==> src/rtl/mulu_seq_xnyn.sv <==
// Sequential shift-add multiplier with a signed/unsigned mode and a start/busy/rdy handshake.
// The result is sign-magnitude: |x|*|y| on p and the product sign on s, both qualified by rdy.
module mulu_seq_xnyn #(
    parameter int X_WIDTH = 4,
    parameter int Y_WIDTH = 4,
    parameter int P_WIDTH = X_WIDTH + Y_WIDTH
) (
    input  logic               clk,
    input  logic               reset,
    input  logic [X_WIDTH-1:0] x,
    input  logic [Y_WIDTH-1:0] y,
    input  logic               sgn,
    input  logic               start,
    output logic [P_WIDTH-1:0] p,
    output logic               s,
    output logic               rdy,
    output logic               busy
);

    localparam int CW = $clog2(Y_WIDTH + 1);

    typedef enum logic [1:0] {
        S_IDLE,
        S_RUN,
        S_DONE
    } state_t;

    state_t             state;
    state_t             state_nxt;
    logic [X_WIDTH-1:0] mx;
    logic [X_WIDTH-1:0] x_mag;
    logic [Y_WIDTH-1:0] my;
    logic [Y_WIDTH-1:0] y_mag;
    logic               sr;
    logic [P_WIDTH:0]   acc;
    logic [P_WIDTH:0]   acc_nxt;
    logic [X_WIDTH:0]   upper;
    logic [CW-1:0]      cnt;
    logic               accept;
    logic               last;

    // Negating the most-negative value wraps to 2^(W-1), which is the correct unsigned magnitude.
    assign x_mag  = (sgn && x[X_WIDTH-1]) ? -x : x;
    assign y_mag  = (sgn && y[Y_WIDTH-1]) ? -y : y;

    assign accept = start && (state != S_RUN);
    assign last   = (state == S_RUN) && (cnt == CW'(Y_WIDTH - 1));

    // Add into the top X_WIDTH+1 bits, then shift; the carry bit is empty again after the shift.
    assign upper   = acc[P_WIDTH:Y_WIDTH] + (my[0] ? {1'b0, mx} : '0);
    assign acc_nxt = {upper, acc[Y_WIDTH-1:0]} >> 1;

    assign rdy  = (state == S_DONE);
    assign busy = (state == S_RUN);

    always_ff @(posedge clk or posedge reset) begin
        if (reset) begin
            state <= S_IDLE;
        end else begin
            state <= state_nxt;
        end
    end

    always_comb begin
        state_nxt = state;
        case (state)
            S_IDLE, S_DONE: if (start) state_nxt = S_RUN;
            S_RUN:          if (last)  state_nxt = S_DONE;
            default:        state_nxt = S_IDLE;
        endcase
    end

    always_ff @(posedge clk or posedge reset) begin
        if (reset) begin
            mx  <= '0;
            my  <= '0;
            sr  <= 1'b0;
            acc <= '0;
            cnt <= '0;
            p   <= '0;
            s   <= 1'b0;
        end else if (accept) begin
            mx  <= x_mag;
            my  <= y_mag;
            sr  <= sgn & (x[X_WIDTH-1] ^ y[Y_WIDTH-1]);
            acc <= '0;
            cnt <= '0;
        end else if (state == S_RUN) begin
            acc <= acc_nxt;
            my  <= my >> 1;
            cnt <= cnt + 1'b1;
            if (last) begin
                p <= acc_nxt[P_WIDTH-1:0];
                s <= sr & (|acc_nxt[P_WIDTH-1:0]);
            end
        end
    end

endmodule

==> config.mk <==
export PLATFORM = sky130hd
export DESIGN_NAME = mulu_seq_xnyn
export DESIGN_NICKNAME = d
export VERILOG_FILES = /design/src/rtl/mulu_seq_xnyn.sv
export SDC_FILE = /design/constraint.sdc
export NUM_CORES = 1
export LEC_CHECK = 0
export CAP_MARGIN = 30
export CORE_ASPECT_RATIO = 1.1
export CORE_MARGIN = 5
export CORE_UTILIZATION = 52
export CTS_BUF_LIST = sky130_fd_sc_hd__clkbuf_8 sky130_fd_sc_hd__clkbuf_16
export DETAILED_ROUTE_END_ITERATION = 10
export PLACE_DENSITY = 0.86
export SKIP_CTS_REPAIR_TIMING = 1
export SYNTH_ARGS = -nofsm -noshare
export SYNTH_HDL_FRONTEND = slang
export SYNTH_SLANG_ARGS = --single-unit
==> constraint.sdc <==
create_clock -name clk -period 2.5 [get_ports clk]
set_input_delay 0.5 -clock clk [delete_from_list [all_inputs] [get_ports clk]]
set_output_delay 0.5 -clock clk [all_outputs]
set_load 0.1 [all_outputs]
# ---- Yosys cells after proc, flatten, opt, wreduce, memory -nomap -nowiden
# Cells that the tools add are included.
dict set report totals {
  regBits 32
  memories 0
  rom_bits 0
  latch_bits 0
  input_bits 12
  ram_bits 0
}
dict set report classes {
  reduce_logical 10
  n_mul 0
  n_eq_ne 6
  n_div 0
  addsub 4
  muxes 12
  order_cmp 0
  n_shift 0
  bitwise 4
}
# cell n
set op_table {}
lappend op_table {{two-way mux 4 bit} 5}
lappend op_table {{two-way mux 9 bit} 2}
lappend op_table {{negation 4 bit} 2}
lappend op_table {{OR reduction 8 bit} 1}
lappend op_table {{two-way mux 3 bit} 2}
lappend op_table {{adder 5 x 4 -> 5 bit} 1}
lappend op_table {{logical AND 1 bit} 4}
lappend op_table {{two-way mux 2 bit} 2}
lappend op_table {{inequality test 2 x 1 -> 1 bit, second input constant} 2}
lappend op_table {{one-hot mux 2 bit (2 select lines)} 1}
lappend op_table {{adder 3 x 1 -> 3 bit, second input constant} 1}
lappend op_table {{equality test 3 x 2 -> 1 bit, second input constant} 1}
lappend op_table {{AND reduction 3 bit} 1}
lappend op_table {{bitwise AND 1 bit} 2}
lappend op_table {{equality test 2 x 1 -> 1 bit, second input constant} 1}
lappend op_table {{equality test 2 bit, second input constant} 1}
lappend op_table {{zero test 2 bit} 1}
lappend op_table {{inequality test 2 bit, second input constant} 1}
lappend op_table {{AND reduction 2 bit} 1}
lappend op_table {{nonzero test 2 bit} 1}
lappend op_table {{OR reduction 2 bit} 1}
lappend op_table {{NOT 1 bit} 1}
lappend op_table {{bitwise XOR 1 bit} 1}

# ---- Depth between registers and ports, before layout
# Gate-level depths: netlist of run 1.
dict set report logic_depth {
  depth_word 4
  ltp_mapped 6
  mapped_depth_nobuf 6
}

# ---- Worst setup path after synthesis of run 1
# Ideal clock, no wire load.
dict set report synth_path {
  path_type {register -> output}
  start {reg state[0]}
  end {out rdy}
  slack_ns 0.250
  arrival_time_ns 1.750
  path_stages_with_launch 2
  path_buffers 0
  cell_sequence {dfrtp_1 > nor2b_1}
}
dict set report synth_via {
  elab_chain_cells 1
}
# element line
set synth_lines {}
lappend synth_lines {{start: declaration} 28} ;# state_t state;
lappend synth_lines {{start signal: assignment} 60} ;# state <= state_nxt;
lappend synth_lines {{equality test 2 bit} 53} ;# assign rdy = (state == S_DONE);
lappend synth_lines {{end: declaration} 16} ;# output logic rdy,
# No other way between the ends.

# ---- Worst setup path after layout of run 1
dict set report layout_path {
  start {reg my[0]}
  end {reg s}
}
dict set report layout_via {
  elab_chain_cells 4
}
# element line
set layout_lines {}
lappend layout_lines {{start: declaration} 32} ;# logic [Y_WIDTH-1:0] my;
lappend layout_lines {{start signal: assignment} 84} ;# my <= y_mag;
lappend layout_lines {{start signal: assignment} 90} ;# my <= my >> 1;
lappend layout_lines {{two-way mux 4 bit} 50} ;# assign upper = acc[P_WIDTH:Y_WIDTH] + (my[0] ? {1'b0, mx} : '0);
lappend layout_lines {{adder 5 x 4 -> 5 bit} 50}
lappend layout_lines {{named net upper[1]} 37} ;# logic [X_WIDTH:0] upper;
lappend layout_lines {{OR reduction 8 bit} 94} ;# s <= sr & (|acc_nxt[P_WIDTH-1:0]);
lappend layout_lines {{bitwise AND 1 bit} 94}
lappend layout_lines {{end signal: assignment} 94}
lappend layout_lines {{end: declaration} 15} ;# output logic s,
# The timed path passes the listed nets, and every way through them passes these cells.
# A chain may end at the register's enable or synchronous reset.

==> impl_results.rst, run 1 <==
.. list-table::
   :header-rows: 1

   * - Metric
     - Value
   * - Worst min-delay path class
     - reg2reg
   * - Max clock buf depth
     - 2
   * - Number of hold violations in the final report
     - 0
   * - Synth Register Bits
     - 30
   * - Cells on Worst Hold Path
     - 1
   * - Total Routed Length
     - 3.08 mm
   * - Worst Hold Path EP
     - my[1]
   * - Crit-path max FO
     - 5
   * - Setup repair after global routing missed its margin
     - no
   * - Critical Path Source
     - my[0]
   * - Clock period minus worst slack
     - approximately 2000 ps
   * - Global-route wire length before repair
     - around 5.4 mm
   * - Number of diodes
     - 0
   * - Number of vias in the routed layout
     - ~1,100
   * - Final TNS setup
     - 0 ps
   * - Core region area
     - 2750 um2
   * - Number of port buffers
     - 22
   * - Register-to-register setup slack
     - between 400 and 500 ps
   * - Total area of sequential cells
     - roughly 750 um2
   * - RePlAce Congestion
     - between 0.8 and 0.9
   * - Count of fill cells added during filler insertion
     - ~230
   * - Avg Inst Size Synth
     - 10.2 um2
   * - Category of the worst setup path launch point
     - flip-flop
   * - Source of the worst register-to-register timing path
     - my[0]
   * - Die H
     - between 60 and 70 um
   * - Gr ovfl total
     - 0
   * - Share of the yosys chip area belonging to registers
     - 50.8%
   * - Starting Density
     - 53.6%
   * - HPWL reported at the end of detailed placement
     - 2.28 mm
   * - Transition time of the tightest slew-check pin
     - about 400 ps
   * - Overall fraction of global-route tracks in use
     - 18.6%
   * - Post-route clock skew
     - ~4.9 ps
   * - Final worst hold slack
     - roughly 470 ps
   * - Netlist area before placement
     - between 1000 and 1500 um2
   * - Setup-failing EPs final
     - 0
   * - Async SR Flop Fraction
     - 100%
   * - Total number of placement rows
     - 20
   * - Most frequently used flop master after synthesis
     - dfrtp_1
   * - I/O pin count
     - 23
   * - Nature of the critical path endpoint
     - flip-flop
   * - Max Cap Viol
     - 0
   * - Area added between synthesis and finish
     - 21.9%
   * - Arrival @ worst endpoint
     - between 2000 and 2500 ps
   * - Clock tree from TritonCTS
     - done
   * - Ratio of routed vias to standard cells
     - approximately 5.5
   * - Max-slew violation total from the final report
     - 0
   * - Worst setup path category
     - reg2reg
   * - Iter 0 DRT Violations
     - 43
   * - Depth of the CTS H-tree
     - 2
   * - Worst-Skew Late Latency
     - just under 300 ps
   * - Die width
     - a little over 60 um
   * - Mapped Cells
     - between 100 and 150
   * - Clock tree sinks
     - 30
   * - Clock-pin slew of the registers on the worst-case setup and hold paths
     - roughly 60 ps
   * - Antenna Violating Nets Remaining
     - 0
   * - Num CTS Buffers
     - 5
   * - Cell area power density
     - 1290 nW/um2
   * - Required time of the critical path
     - approximately 2700 ps
   * - Routed WL per cell
     - 15.0 um
   * - Area used by multi-input combinational logic
     - ~660 um2
   * - Crit Reg-Reg Endpoint
     - s
   * - Run status
     - finished, final reports clean
   * - Synthesis Warnings
     - 0
   * - Cell at the root of the clock tree
     - clkbuf_8
   * - Drt drc
     - 0
   * - Hold Path Origin
     - my[2]
   * - Number of flops mapped to enable cells by yosys
     - 0
   * - Largest net degree at the start of global routing
     - 31
   * - Layout cells sized above 1
     - between 10% and 20%
   * - Number of global-route vias before repair
     - about 1,200
   * - Leakage
     - between 0.9 and 1 nW
   * - FMAX
     - roughly 0.50 GHz
   * - Iteration count of the initial detailed-routing pass
     - 4
   * - Largest voltage drop on the vdd net
     - around 0.0010 V
   * - Number of library cell types mapped by synthesis
     - 32
   * - Commonest cells after routing, fill and taps aside
     - dfrtp_1, nand2_1, o21ai_0
   * - Die Outline Area
     - 4010 um2
   * - Post-Synthesis Net Count
     - 166
   * - Max-slew headroom at the worst pin
     - 73.2%
   * - Leading cell type in the layout, fill and taps excluded
     - dfrtp_1
   * - Share of the clock period used by the worst path after layout
     - 80.2%
   * - Antenna violations before repair
     - 0
   * - Worst reg2reg path depth
     - 6
   * - Post-layout nets
     - about 190
-- metal layers --
layer / routed length, um / GRT usage [%] / vias to the layer above
li1: - / - / 552
met1: 1220 / 20.2 / 541
met2: 1610 / 30.3 / 34
met3: 203 / 5.86 / 6
met4: 45 / 12.5 / 0
met5: 0 / 0 / -
-- Yosys cell counts, drive strengths merged (3+ instances only) --
| cell type | instances | area share, % |
|---|---|---|
| dfrtp | 30 | 51 |
| nand2 | 26 | 7.3 |
| o21ai | 15 | 5.1 |
| nand3 | 12 | 4.1 |
| ha | 8 | 6.8 |
| inv | 8 | 2.4 |
| mux2 | 5 | 3.8 |
| a21o | 4 | 2.0 |
| a21oi | 4 | 1.4 |
| and2 | 4 | 1.7 |
| buf | 4 | 1.8 |
| nor2 | 4 | 1.0 |
| mux2i | 3 | 2.0 |
-- cell type report --
cell class                      instances  area share, %
Clock inverter                          2          0.487
Sequential cell                        30           41.7
Timing Repair Buffer                   24           12.2
Multi-Input combinational cell        102           36.7
Clock buffer                            6           4.59
Tap cell                               33           2.29
Inverter                                8           1.95
-- cells by family after synthesis --
family,share of synthesized area (%)
DFF,50.8
buffers and inverters,4.41
muxes,5.85
xor gates and xnor gates,2.37
and+or+nand+nor,16.3
adders and majority gates,8.14
AOI/OAI and AO/OA,12.1
-- critical path, cell delays in order, from the launching register on --
cell and delay [ps]:
dfrtp_1 400, and2_1 150, ha_1 210, fa_1 460, or4_1 410, nor2_1 100, a41oi_1 120
-- power breakdown --
part	internal [W]	switching (W)	total (W)	leakage (nW)
logic	0.000338	0.000814	0.00115	0.496
registers	0.000661	0.000112	0.000773	0.391
clock network	0.000217	0.000184	0.000402	0.0524
-- flip-flops by register name, summed over array words and instances, names as in the netlist --
signal and flops:
p 8, s 1, state 2, my 4
sr 1, cnt 3, acc 7, mx 4
-- worst max-delay path by stage --
stage / endpoint / depth (start not counted) / slack (ps)
after floorplan: rdy / 1 / 250
after global placement: s / 6 / 560
after detailed placement: s / 6 / 510
after CTS: s / 6 / 490
after global routing: s / 6 / 440
final: s / 6 / 500
-- per-stage QoR --
stage | power (W) | setup slack, ps | util (%) | cell area (um2) | cells
2_1_floorplan | 0.00165 | 250 | - | 1480 | 145
3_3_place_gp | 0.00188 | 558 | 62.0 | 1710 | 197
3_5_place_dp | 0.00194 | 509 | 62.0 | 1710 | 197
4_1_cts | 0.00234 | 490 | 65.4 | 1800 | 205
5_1_grt | 0.00247 | 436 | 65.4 | 1800 | 205
6_report | 0.00233 | 496 | 65.4 | 1800 | 205
No activity file was read; power rests on OpenSTA's default activity.
==> run 2: changes to the inputs <==
--- a/config.mk
+++ b/config.mk
@@ -8,10 +8,10 @@
 export CAP_MARGIN = 30
 export CORE_ASPECT_RATIO = 1.1
 export CORE_MARGIN = 5
-export CORE_UTILIZATION = 52
+export CORE_UTILIZATION = 47
 export CTS_BUF_LIST = sky130_fd_sc_hd__clkbuf_8 sky130_fd_sc_hd__clkbuf_16
 export DETAILED_ROUTE_END_ITERATION = 10
-export PLACE_DENSITY = 0.86
+export PLACE_DENSITY = 0.82
 export SKIP_CTS_REPAIR_TIMING = 1
 export SYNTH_ARGS = -nofsm -noshare
 export SYNTH_HDL_FRONTEND = slang
==> constraint.sdc (replaced) <==
create_clock -name clk -period 1.7 [get_ports clk]
set_input_delay 0.34 -clock clk [delete_from_list [all_inputs] [get_ports clk]]
set_output_delay 0.34 -clock clk [all_outputs]
set_load 0.1 [all_outputs]
==> run 2 against run 1 <==
Against the previous run: final area up 12%; the flow now finishes with violations (negative setup slack); critical path depth is the same; critical path type unchanged; sequential power rose by 51%; clock skew barely moved; largest power group unchanged.
==> impl_results.rst, run 2 (synthesis results as in run 1) <==
.. list-table::
   :header-rows: 1

   * - Metric
     - Value
   * - Max Cap Viol
     - 0 (unchanged)
   * - Run status
     - finished, violations left (was finished, final reports clean)
   * - Starting Density
     - 48.4% (was 53.6%)
   * - Largest voltage drop on the vdd net
     - 0.00127 V (was 0.00105 V)
   * - Clock tree from TritonCTS
     - done (unchanged)
   * - Max stage delay on crit path
     - 460 ps (about the same)
   * - Worst reg2reg path depth
     - 6 (unchanged)
   * - RePlAce Congestion
     - 0.788 (was 0.831)
   * - Total Routed Length
     - 2.87 mm (was 3.08 mm)
   * - Worst setup path category
     - reg2reg (unchanged)
   * - Number of port buffers
     - 22 (unchanged)
   * - Cell at the root of the clock tree
     - clkbuf_8 (unchanged)
   * - Commonest cells after routing, fill and taps aside
     - dfrtp_1, nand2_1, nand3_1, buf_4 (was dfrtp_1, nand2_1, o21ai_0)
   * - Final worst hold slack
     - 441 ps (was 474 ps)
   * - Required time of the critical path
     - 1850 ps (was 2650 ps)
   * - HPWL reported at the end of detailed placement
     - 2.25 mm (was 2.28 mm)
   * - Iter 0 DRT Violations
     - 26 (was 43)
   * - Num CTS Buffers
     - 5 (unchanged)
   * - Clock tree sinks
     - 30 (unchanged)
   * - Number of global-route vias before repair
     - 1,174 (was 1,240)
   * - Area added between synthesis and finish
     - 37.0% (was 21.9%)
   * - Core region area
     - 3050 um2 (was 2750 um2)
   * - I/O pin count
     - 23 (unchanged)
   * - Worst-Skew Late Latency
     - 280 ps (was 290 ps)
   * - Number of hold violations in the final report
     - 0 (unchanged)
   * - Clock-pin slew of the registers on the worst-case setup and hold paths
     - 60 ps (about the same)
   * - Max-slew headroom at the worst pin
     - 74.5% (was 73.2%)
   * - Max FFs per register
     - 8 (unchanged)
   * - Crit-path max FO
     - 3 (was 5)
   * - Die H
     - 68.8 um (was 65.9 um)
   * - Antenna Violating Nets Remaining
     - 0 (unchanged)
   * - Largest net degree at the start of global routing
     - 31 (unchanged)
   * - Antenna violations before repair
     - 0 (unchanged)
   * - Transition time of the tightest slew-check pin
     - 382 ps (was 402 ps)
   * - Gr ovfl total
     - 0 (unchanged)
   * - Cell Chain, Critical Path
     - and2_4 > ha_4 > fa_2 > or4_1 > nor2_1 > a41oi_1 (was and2_1 > ha_1 > fa_1 > or4_1 > nor2_1 > a41oi_1)
   * - Final core occ
     - 66.4% (was 65.4%)
   * - Clock period minus worst slack
     - 1930 ps (was 2000 ps)
   * - Total number of placement rows
     - 21 (was 20)
   * - Number of diodes
     - 0 (unchanged)
   * - Total area of sequential cells
     - 751 um2 (unchanged)
   * - Area used by multi-input combinational logic
     - 698 um2 (was 661 um2)
   * - Max clock buf depth
     - 2 (unchanged)
   * - Max-slew violation total from the final report
     - 0 (unchanged)
   * - Iteration count of the initial detailed-routing pass
     - 4 (unchanged)
   * - Overall fraction of global-route tracks in use
     - 15.2% (was 18.6%)
   * - Worst min-delay path class
     - in2async (was reg2reg)
   * - FMAX
     - 0.519 GHz (was 0.499 GHz)
   * - Final critical-path setup slack
     - -226 ps (was 496 ps)
   * - Global-route wire length before repair
     - 5.05 mm (was 5.39 mm)
   * - Failing checks
     - negative setup slack
   * - Leading cell type in the layout, fill and taps excluded
     - dfrtp_1 (unchanged)
   * - Leakage
     - 1.02 nW (was 0.940 nW)
   * - Count of fill cells added during filler insertion
     - 247 (was 227)
   * - Post-layout nets
     - 202 (was 192)
   * - Arrival @ worst endpoint
     - 2070 ps (was 2160 ps)
   * - Largest Register
     - p (unchanged)
   * - Routed WL per cell
     - 13.4 um (was 15.0 um)
   * - Category of the worst setup path launch point
     - flip-flop (unchanged)
   * - Setup repair after global routing missed its margin
     - yes (was no)
   * - Depth of the CTS H-tree
     - 2 (unchanged)
   * - Post-route clock skew
     - 4.85 ps (was 4.90 ps)
   * - Share of the clock period used by the worst path after layout
     - 113% (was 80.2%)
   * - Layout cells sized above 1
     - 24.3% (was 16.3%)
   * - Cell area power density
     - 1820 nW/um2 (was 1290 nW/um2)
   * - Slowest stage cell, crit path
     - fa_2 (was fa_1)
   * - Ratio of routed vias to standard cells
     - 5.43 (was 5.53)
   * - Setup-failing EPs final
     - 1 (was 0)
   * - Die width
     - 63.4 um (was 60.8 um)
   * - Nature of the critical path endpoint
     - flip-flop (unchanged)
   * - Drt drc
     - 0 (unchanged)
   * - Leading registers by flop count
     - p x8, acc x7 (unchanged)
   * - Die Outline Area
     - 4360 um2 (was 4010 um2)
   * - Number of vias in the routed layout
     - 1,168 (was 1,133)
==> run 2: cell count changes in the layout (fill, tap and decap cells not counted), sizes merged <==
cell and delta:
clkbuf -1, clkinv -1, inv +1, buf +10
==> run 2: critical path, delay by kind of cell, from the launching register on <==
family / cells / cell delay, ps
flip-flops: 1 / 380
AND/OR/NAND/NOR: 3 / 680
AO/OA/AOI/OAI: 1 / 120
adder cells (fa/ha/maj): 2 / 620
==> run 2: cell type report <==
class,count,area share (%)
Inverter,8,1.73
Multi-Input combinational cell,102,34.5
Clock buffer,5,3.40
Tap cell,34,2.10
Timing Repair Buffer,34,20.8
Sequential cell,30,37.1
Clock inverter,2,0.371
==> run 2: worst paths after layout <==
check / from / end / slack, ps
hold / removal: reset / p[2] / 440
max in group asynchronous: reset / sr / 980
hold reg to reg: mx[3] / mx[3] / 470
setup reg to reg: mx[0] / s / -230
min in group clk: mx[3] / mx[3] / 470
setup / recovery: mx[0] / s / -230
==> run 2: routing by layer <==
metal | share of wire, % | up-vias | track usage [%]
li1 | - | 568 | -
met1 | 40 | 554 | 16.1
met2 | 51 | 36 | 26.4
met3 | 6.6 | 10 | 5.67
met4 | 2.6 | 0 | 8.31
met5 | 0 | - | 0
==> run 2: where the power goes <==
part	internal [W]	switching [W]	total (W)
Sequential	0.000972	0.000197	0.00117
Combinational	0.000788	0.00122	0.00201
Clock	0.000269	0.000244	0.000512
==> run 2: per-stage QoR <==
step / setup slack (ps) / cells / setup TNS (ps) / instance area [um2] / total power, W
after CTS: -294 / 212 / -836 / 1970 / 0.00364
final: -226 / 215 / -226 / 2020 / 0.00369
after floorplan: -185 / 145 / -185 / 1480 / 0.00244
after global placement: -217 / 205 / -382 / 1890 / 0.00305
after global routing: -309 / 215 / -599 / 2020 / 0.00391
after detailed placement: -296 / 205 / -849 / 1890 / 0.00312
==> run 3: changes to the inputs <==
--- a/config.mk
+++ b/config.mk
@@ -5,7 +5,7 @@
 export SDC_FILE = /design/constraint.sdc
 export NUM_CORES = 1
 export LEC_CHECK = 0
-export CAP_MARGIN = 30
+export CAP_MARGIN = 20
 export CORE_ASPECT_RATIO = 1.1
 export CORE_MARGIN = 5
 export CORE_UTILIZATION = 47
==> constraint.sdc (replaced) <==
create_clock -name clk -period 1.7 [get_ports clk]
set_input_delay 0.17 -clock clk [delete_from_list [all_inputs] [get_ports clk]]
set_output_delay 0.17 -clock clk [all_outputs]
set_load 0.1 [all_outputs]
==> run 3 against run 2 <==
Against the previous run: the flow still finishes with violations (negative setup slack); setup slack gained 24 ps; count of clock-buffer cells in the layout grew 1; total power shrank 0.42%; sequential share of layout area grew 1.4 points; non-clock buffer count shrank 7; clock skew grew 0.85 ps; utilization shrank 2.5 points; clock power grew 13%; final area shrank 3.7%; largest cell class unchanged.
==> impl_results.rst, run 3 (synthesis results as in run 1) <==
.. list-table::
   :header-rows: 1

   * - Metric
     - Value
   * - Depth of the CTS H-tree
     - 2 (unchanged)
   * - Antenna Violating Nets Remaining
     - 0 (unchanged)
   * - Leading cell type in the layout, fill and taps excluded
     - dfrtp_1 (unchanged)
   * - Post-route clock skew
     - 5.70 ps (was 4.85 ps)
   * - Iter 0 DRT Violations
     - 53 (was 26)
   * - Cell Chain, Critical Path
     - and2_4 > ha_4 > fa_2 > or4_4 > nor2_4 > a41oi_2 (was and2_4 > ha_4 > fa_2 > or4_1 > nor2_1 > a41oi_1)
   * - Critical path depth in cells
     - 6 (unchanged)
   * - Clock tree sinks
     - 30 (unchanged)
   * - Final worst hold slack
     - 254 ps (was 441 ps)
   * - Die width
     - 63.4 um (unchanged)
   * - Worst reg2reg path depth
     - 6 (unchanged)
   * - Cell family with most CP delay
     - simple AND/OR/NAND/NOR gates (unchanged)
   * - Max Cap Viol
     - 0 (unchanged)
   * - Number of hold violations in the final report
     - 0 (unchanged)
   * - Max clock buf depth
     - 2 (unchanged)
   * - Num CTS Buffers
     - 5 (unchanged)
   * - I/O pin count
     - 23 (unchanged)
   * - Category of the worst setup path launch point
     - flip-flop (unchanged)
   * - Transition time of the tightest slew-check pin
     - 423 ps (was 382 ps)
   * - Relative contribution of sequential cells to total power
     - 31.2% (was 31.7%)
   * - Total power
     - 0.00367 W (was 0.00369 W)
   * - Max FFs per register
     - 8 (unchanged)
   * - Slowest stage cell, crit path
     - or4_4 (was fa_2)
   * - Iteration count of the initial detailed-routing pass
     - 4 (unchanged)
   * - Arrival @ worst endpoint
     - 2060 ps (was 2070 ps)
   * - Layout cells sized above 1
     - 26.3% (was 24.3%)
   * - Final critical-path setup slack
     - -202 ps (was -226 ps)
   * - Ratio of routed vias to standard cells
     - 5.50 (was 5.43)
   * - Core region area
     - 3050 um2 (unchanged)
   * - Max-slew headroom at the worst pin
     - 71.8% (was 74.5%)
   * - Number of diodes
     - 0 (unchanged)
   * - Total Routed Length
     - 3.01 mm (was 2.87 mm)
   * - Die H
     - 68.8 um (unchanged)
   * - Cell at the root of the clock tree
     - clkbuf_8 (unchanged)
   * - Combinational Power Share
     - 53.0% (was 54.4%)
   * - Leakage
     - 0.974 nW (was 1.02 nW)
   * - Largest net degree at the start of global routing
     - 31 (unchanged)
   * - Switching part of the total power
     - 46.2% (was 45.0%)
   * - Nature of the critical path endpoint
     - flip-flop (unchanged)
   * - Post-layout nets
     - 195 (was 202)
   * - Share of the clock period used by the worst path after layout
     - 112% (was 113%)
   * - Crit Reg-Reg Endpoint
     - s (unchanged)
   * - Run status
     - finished, violations left (unchanged)
   * - Clock-pin slew of the registers on the worst-case setup and hold paths
     - 60 ps (about the same)
   * - Register-to-register setup slack
     - -200 ps (was -230 ps)
   * - Count of fill cells added during filler insertion
     - 241 (was 247)
   * - Area added between synthesis and finish
     - 31.9% (was 37.0%)
   * - Routed WL per cell
     - 14.4 um (was 13.4 um)
   * - Crit-path max FO
     - 2 (was 3)
   * - Number of port buffers
     - 22 (unchanged)
   * - Antenna violations before repair
     - 0 (unchanged)
   * - Number of global-route vias before repair
     - 1,230 (was 1,174)
   * - Gr ovfl total
     - 0 (unchanged)
   * - Leading registers by flop count
     - p x8, acc x7 (unchanged)
   * - Number of vias in the routed layout
     - 1,150 (was 1,168)
   * - Global-route wire length before repair
     - 5.39 mm (was 5.05 mm)
   * - Worst Path Buf+Inv
     - 0 (unchanged)
   * - Clock period minus worst slack
     - 1900 ps (was 1930 ps)
   * - Int Pwr
     - 0.00198 W (was 0.00203 W)
   * - Switching power of the nets
     - 0.00170 W (was 0.00166 W)
   * - Worst setup path category
     - reg2reg (unchanged)
   * - Die Outline Area
     - 4360 um2 (unchanged)
   * - Source of the worst register-to-register timing path
     - my[0] (was mx[0])
   * - Failing checks
     - negative setup slack (unchanged)
   * - Drt drc
     - 0 (unchanged)
   * - Clock tree from TritonCTS
     - done (unchanged)
   * - Max-slew violation total from the final report
     - 0 (unchanged)
   * - Overall fraction of global-route tracks in use
     - 16.0% (was 15.2%)
   * - Starting Density
     - 48.4% (unchanged)
   * - Setup repair after global routing missed its margin
     - yes (unchanged)
   * - RePlAce Congestion
     - 0.762 (was 0.788)
   * - FMAX
     - 0.526 GHz (was 0.519 GHz)
   * - Area used by multi-input combinational logic
     - 744 um2 (was 698 um2)
   * - Commonest cells after routing, fill and taps aside
     - dfrtp_1, nand2_1, nand3_1, o21ai_0 (was dfrtp_1, nand2_1, nand3_1, buf_4)
   * - Cell area power density
     - 1890 nW/um2 (was 1820 nW/um2)
   * - Total area of sequential cells
     - 751 um2 (unchanged)
   * - Required time of the critical path
     - 1860 ps (was 1850 ps)
   * - Max stage delay on crit path
     - 440 ps (was 460 ps)
   * - Largest Register
     - p (unchanged)
   * - HPWL reported at the end of detailed placement
     - 2.18 mm (was 2.25 mm)
   * - Worst min-delay path class
     - in2async (unchanged)
   * - Share of power burned in the clock network
     - 15.8% (was 13.9%)
   * - Setup-failing EPs final
     - 3 (was 1)
   * - Worst-Skew Late Latency
     - 290 ps (was 280 ps)
   * - Largest voltage drop on the vdd net
     - 0.00150 V (was 0.00127 V)
   * - Total number of placement rows
     - 21 (unchanged)
-- run 3: area by class of cell --
cell class              instances  area share (%)
clock buffers                   6            4.24
clock inverters                 2           0.450
well taps                      34            2.18
inverters                       8            1.80
repair buffers                 27            14.6
multi-input cells             102            38.2
flip-flops and latches         30            38.5
-- run 3: worst register-to-register path, cell delays in order, from the launching register on --
cell and delay, ps:
dfrtp_1 390, and2_4 150, ha_4 160, fa_2 410, or4_4 440, nor2_4 120
a41oi_2 110
-- run 3: worst max path at each step --
stage,from,to
global route,my[0],s
global placement,mx[0],s
finish,my[0],s
floorplan,my[0],s
detailed placement,mx[0],s
CTS,mx[0],s
-- run 3: power groups by stage --
stage	logic [W]	registers (W)	clock network, W
floorplan	0.000840	0.00160	0
global placement	0.00176	0.00113	0
detailed placement	0.00181	0.00115	0
CTS	0.00181	0.00114	0.000595
global route	0.00210	0.00118	0.000632
finish	0.00195	0.00115	0.000580
-- run 3: per-stage QoR --
stage	setup WS, ps	instance area [um2]	instances	TNS (ps)	util, %
2_1_floorplan	-185	1480	145	-185	-
3_5_place_dp	-230	1770	201	-541	58.1
5_1_grt	-256	1950	209	-480	63.9
4_1_cts	-229	1860	209	-587	61.1
6_report	-202	1950	209	-236	63.9
3_3_place_gp	-200	1770	201	-344	58.1
-- run 3: routing by layer --
metal / GRT usage [%] / part of all wire, % / vias to the layer above
met5: 0 / 0 / -
met4: 6.23 / 1.8 / 0
met3: 5.51 / 5.4 / 5
met2: 28.2 / 51 / 28
met1: 18.1 / 42 / 562
li1: - / - / 555
==> edit 1, RTL diff (config.mk and constraints of run 3) <==
`Y_WIDTH`: 4 -> 8.
--- a/src/rtl/mulu_seq_xnyn.sv
+++ b/src/rtl/mulu_seq_xnyn.sv
@@ -4,3 +4,3 @@
     parameter int X_WIDTH = 4,
-    parameter int Y_WIDTH = 4,
+    parameter int Y_WIDTH = 8,
     parameter int P_WIDTH = X_WIDTH + Y_WIDTH
Ports: changed (resized p and y); port bits go from 23 to 31. No check against the original RTL was run, so the function may have changed too.
==> edit 1 against run 3 <==
Area after synthesis is 44% higher. Sequential share of layout area is 1.5 points higher. Total power increased by 38%. Cell area grew 38%. Setup slack better by 0.24 ns. Wire length is 40% higher. Clock power rose by 4.8%. Utilization shrank 2.1 points. Sequential cell count rose by 13. Critical endpoint unchanged. Largest cell class unchanged. Highest routed layer unchanged.
==> edit 1: results (changes against run 3) <==
- Status: finished clean
- Pin count of the biggest net entering global routing: 44 (+42%)
- Fin nets: 303 (+55%)
- Tcrit/Tclk final: 97.5% (-14 points)
- Post-synth cell types: 32 (unchanged)
- R2R Setup Slk: 0.04 ns (+0.24 ns)
- Pre-CTS WS: 0.000717 ns (+0.231 ns)
- Synth Flop Type: dfrtp_1
- Die area: 0.00598 mm² (+37%)
- Worst path arrival time: 1.83 ns (-0.23 ns)
- Worst R2R Path Depth: 7 (+1)
- Top flop regs: p: 12 flops, acc: 11 flops, my: 8 flops
- Ys Warns: 0 (unchanged)
- Area contributors post-synth: dfrtp_1, nand2_1, o21ai_0
- Family with the most delay on the worst path: adder cells
- Synth Instances: 237 (+63%)
- Worst-path clk slew: 0.08 ns (+0.02 ns)
- CTS buffer count: 5 (unchanged)
- CTS max path bufs: 2 (unchanged)
- Root buf cell: clkbuf_8
- Post-synth top cells: nand2_1, dfrtp_1, o21ai_0
- Vias in the first global route: 1724 (+40%)
- Wire per inst: 12.6 µm (-12%)
- Sw Share: 48.9% (+2.7 points)
- Fillers: 379 (+57%)
- Mapped Nets: 261 (+57%)
- Drt via density: 5.17 (-6.0%)
- Post-DP HPWL: 3.19 mm (+46%)
- Initial DRC count: 116 (+120%)
- Leak: 0.00133 µW (+37%)
- Critical Path Start: mx[0]
- Gr usage total: 16.7% (+0.65 points)
- Max VDD drop: 0.000654 V (-56%)
- Worst path slowest cell: dfrtp_1
- DRT Pass-1 Iters: 4 (unchanged)
- Post-synthesis sequential area ratio: 50.5% (-0.32 points)
- Final WL: 4.22 mm (+40%)
- Max incr delay on CP: 0.37 ns (-0.07 ns)
- Gpl congestion: 0.795 (+4.3%)
- Setup Skew: 0.00199 ns (-0.00370 ns)
- Max_slew headroom: 65.2% (-6.6 points)
- Port Buf Inserts: 30 (+36%)
- N_diodes: 0 (unchanged)
- Layout cell share with drive strength beyond 1: 17.1% (-9.1 points)
- First-pass GRT wire length: 7.71 mm (+43%)
[edit 1: layout make-up]
class                           count  share of cell area [%]
Multi-Input combinational cell    176                    37.9
Tap cell                           54                    2.52
Inverter                            8                    1.12
Sequential cell                    43                    40.1
Clock buffer                        5                    2.56
Clock inverter                      3                   0.466
Timing Repair Buffer               45                    15.4
[edit 1: per-layer routing]
| layer | vias up | global-route usage [%] | share of wire [%] |
|---|---|---|---|
| li1 | 877 | - | - |
| met2 | 40 | 27.8 | 49 |
| met5 | - | 0 | 0 |
| met4 | 0 | 5.43 | 1.6 |
| met3 | 7 | 4.38 | 6.1 |
| met1 | 803 | 20.8 | 43 |
[edit 1: cells by family after synthesis]
| kind of cell | after synthesis | share of synthesized area, % |
|---|---|---|
| DFF | 43 | 50.5 |
| xor gates and xnor gates | 8 | 3.29 |
| AOI/OAI and AO/OA | 48 | 12.5 |
| adders and majority gates | 8 | 5.05 |
| and+or+nand+nor | 107 | 22.7 |
| muxes | 5 | 2.35 |
| buffers and inverters | 18 | 3.64 |
[edit 1: per-stage QoR]
stage          utilization, %  setup TNS [ns]  hold WS [ns]  instance area, µm²  power (µW)
2_1_floorplan               -               0         0.306                2140        3700
3_3_place_gp             59.2               0         0.459                2570        4390
3_5_place_dp             59.2               0         0.456                2570        4460
4_1_cts                  61.1        -0.00803         0.327                2660        5070
5_1_grt                  61.8         -0.0790         0.375                2690        5430
6_report                 61.8               0         0.303                2690        5080
[edit 1: power by group through the flow]
stage | Sequential, µW | Combinational (µW) | Clock [µW]
after floorplan | 2620 | 1080 | 0
after global placement | 1730 | 2660 | 0
after detailed placement | 1750 | 2710 | 0
after CTS | 1730 | 2710 | 622
after global routing | 1800 | 2960 | 673
final | 1740 | 2730 | 608
[edit 1: worst min-delay path: stages]
cell	delay [ns]
clkdlybuf4s50_1	0.39
inv_1	0.05
buf_4	0.44
[edit 1: worst min path at each step]
stage               to  cells past startpoint  slack, ns  startpoint
5_1_grt         acc[8]                      3       0.37       reset
6_report         mx[3]                      3       0.30       reset
2_1_floorplan    mx[3]                      2       0.31        x[3]
3_3_place_gp     mx[0]                      2       0.46       mx[0]
3_5_place_dp     my[2]                      1       0.46       my[3]
4_1_cts        acc[10]                      3       0.33       reset
==> edit 2, RTL diff (settings of run 3) <==
Without the edit above. The 3 states of `state_t` get a one-hot encoding in 3 bits.
--- a/src/rtl/mulu_seq_xnyn.sv
+++ b/src/rtl/mulu_seq_xnyn.sv
@@ -21,6 +21,6 @@
 
-    typedef enum logic [1:0] {
-        S_IDLE,
-        S_RUN,
-        S_DONE
+    typedef enum logic [2:0] {
+        S_IDLE = 3'b001,
+        S_RUN  = 3'b010,
+        S_DONE = 3'b100
     } state_t;
Check against the original RTL: same outputs for any inputs over 10 cycles, from zero or initial values and one cycle with reset high; not proved beyond that.
==> edit 2 against run 3 <==
The flow still finishes with violations (negative setup slack). Wire length up 9.7%. Via count up 12%. Final cell count up 18%. Synthesized cell count up 8.3%. Sequential cell count up 1. Critical path depth unchanged. Fmax down 1.9%. Area after synthesis up 9.7%. First-iteration DRC count unchanged. Die area up 8.2%. Setup slack worse by 0.036 ns. Total power down 11%. Cell area up 13%. Critical path type unchanged. Largest cell class is now multi-input gates. Highest routed layer unchanged.
==> edit 2: results (changes against run 3) <==
- Status: finished, violations left
- Failing checks: negative setup slack
- Non-CTS buffers: 40 (+48%)
- Critical Path Start: mx[0]
- Fin nets: 218 (+12%)
- Comb_multi_in: 110 (+7.8%)
- Post-DP HPWL: 2.47 mm (+13%)
- Seq area share: 35.3% (-3.3 points)
- Gpl congestion: 0.810 (+6.3%)
- Clock-cell share: 4.54% (-0.15 points)
- FF-to-FF Start: mx[0]
- Data buffer area share: 17.7% (+3.1 points)
- Power density cells: 1490 mW/mm² (-21%)
- Final setup vio count: 3 (unchanged)
- Post-Synth XOR/XNOR Area: 2.16% (-0.21 points)
- Fraction of area in multi-input gates: 38.0% (-0.21 points)
- Met1 usage: 16.5% (-1.6 points)
- Area contributors post-synth: dfrtp_1, ha_1, o21ai_0
- WL met1: 1.31 mm (+3.6%)
- Mapped Nets: 178 (+7.2%)
- Pre-CTS WS: -0.404 ns (-0.174 ns)
- Post-synth cell types: 35 (+9.4%)
- Post-synth top cells: dfrtp_1, o21ai_0, nand2_1
- Final worst setup slack: -0.238 ns (-0.0360 ns)
- Worst-path clk slew: 0.06 ns (about the same)
- Gr usage total: 15.4% (-0.62 points)
- Clock Buffer Count: 7 (+1)
- Sequential cells: 31 (+3.3%)
- Drt via density: 5.24 (-4.7%)
- Hold WC Path Type: in2async
- Leak: 0.00106 µW (+9.0%)
- Post-synthesis mux area share: 8.11% (+2.3 points)
- Post-synthesis sequential area ratio: 48.0% (-2.9 points)
- DR WL met3: 165 µm (+1.9%)
- Sequential power share: 33.2% (+2.0 points)
- Max VDD drop: 0.000563 V (-62%)
- Clock network power: 618 µW (+6.6%)
- Met2 Usage GRT: 27.2% (-1.0 points)
- Wire per inst: 13.4 µm (-6.8%)
- Worst R2R Path Depth: 6 (unchanged)
- Nonclk inv count: 9 (+1)
- Layout cell share with drive strength beyond 1: 31.3% (+5.0 points)
- Synth Flop Type: dfrtp_1
- Compound-Gate Fraction of Synth Area: 12.0% (-0.15 points)
- Worst-Margin Slew: 0.392 ns (-0.0314 ns)
- First-pass GRT wire length: 5.55 mm (+3.1%)
- Vias in the first global route: 1333 (+8.4%)
- Met2 wire length: 1.74 mm (+14%)
- Fillers: 277 (+15%)
- Grt met3 use: 4.23% (-1.3 points)
- Net switching power: 1350 µW (-21%)
- Setup Skew: 0.00409 ns (-0.00161 ns)
-- edit 2: changes by cell type after synthesis, sizes merged, moves of 2 or more --
cell	run 3	this run
nand2	26	17
nor2	4	10
nand2b	1	8
a21oi	4	7
mux2	5	7
nand3b	0	3
o21ai	15	18
nand3	12	4
-- edit 2: stage by stage --
| stage | TNS (ns) | std cells | cell area, µm² | utilization (%) | hold WS, ns |
|---|---|---|---|---|---|
| after CTS | -1.22 | 245 | 2130 | 63.8 | 0.270 |
| after global routing | -0.534 | 246 | 2210 | 66.2 | 0.323 |
| after global placement | -0.591 | 237 | 2030 | 60.8 | 0.464 |
| final | -0.265 | 246 | 2210 | 66.2 | 0.265 |
| after detailed placement | -1.07 | 237 | 2030 | 60.8 | 0.483 |
| after floorplan | -0.329 | 157 | 1630 | - | 0.273 |
-- edit 2: critical path, cell delays in order (launching register included) --
cell and delay (ns):
dfrtp_1 0.37, and2_4 0.17, ha_4 0.16, fa_2 0.43
or4_4 0.43, nor4_2 0.15, a31oi_1 0.11
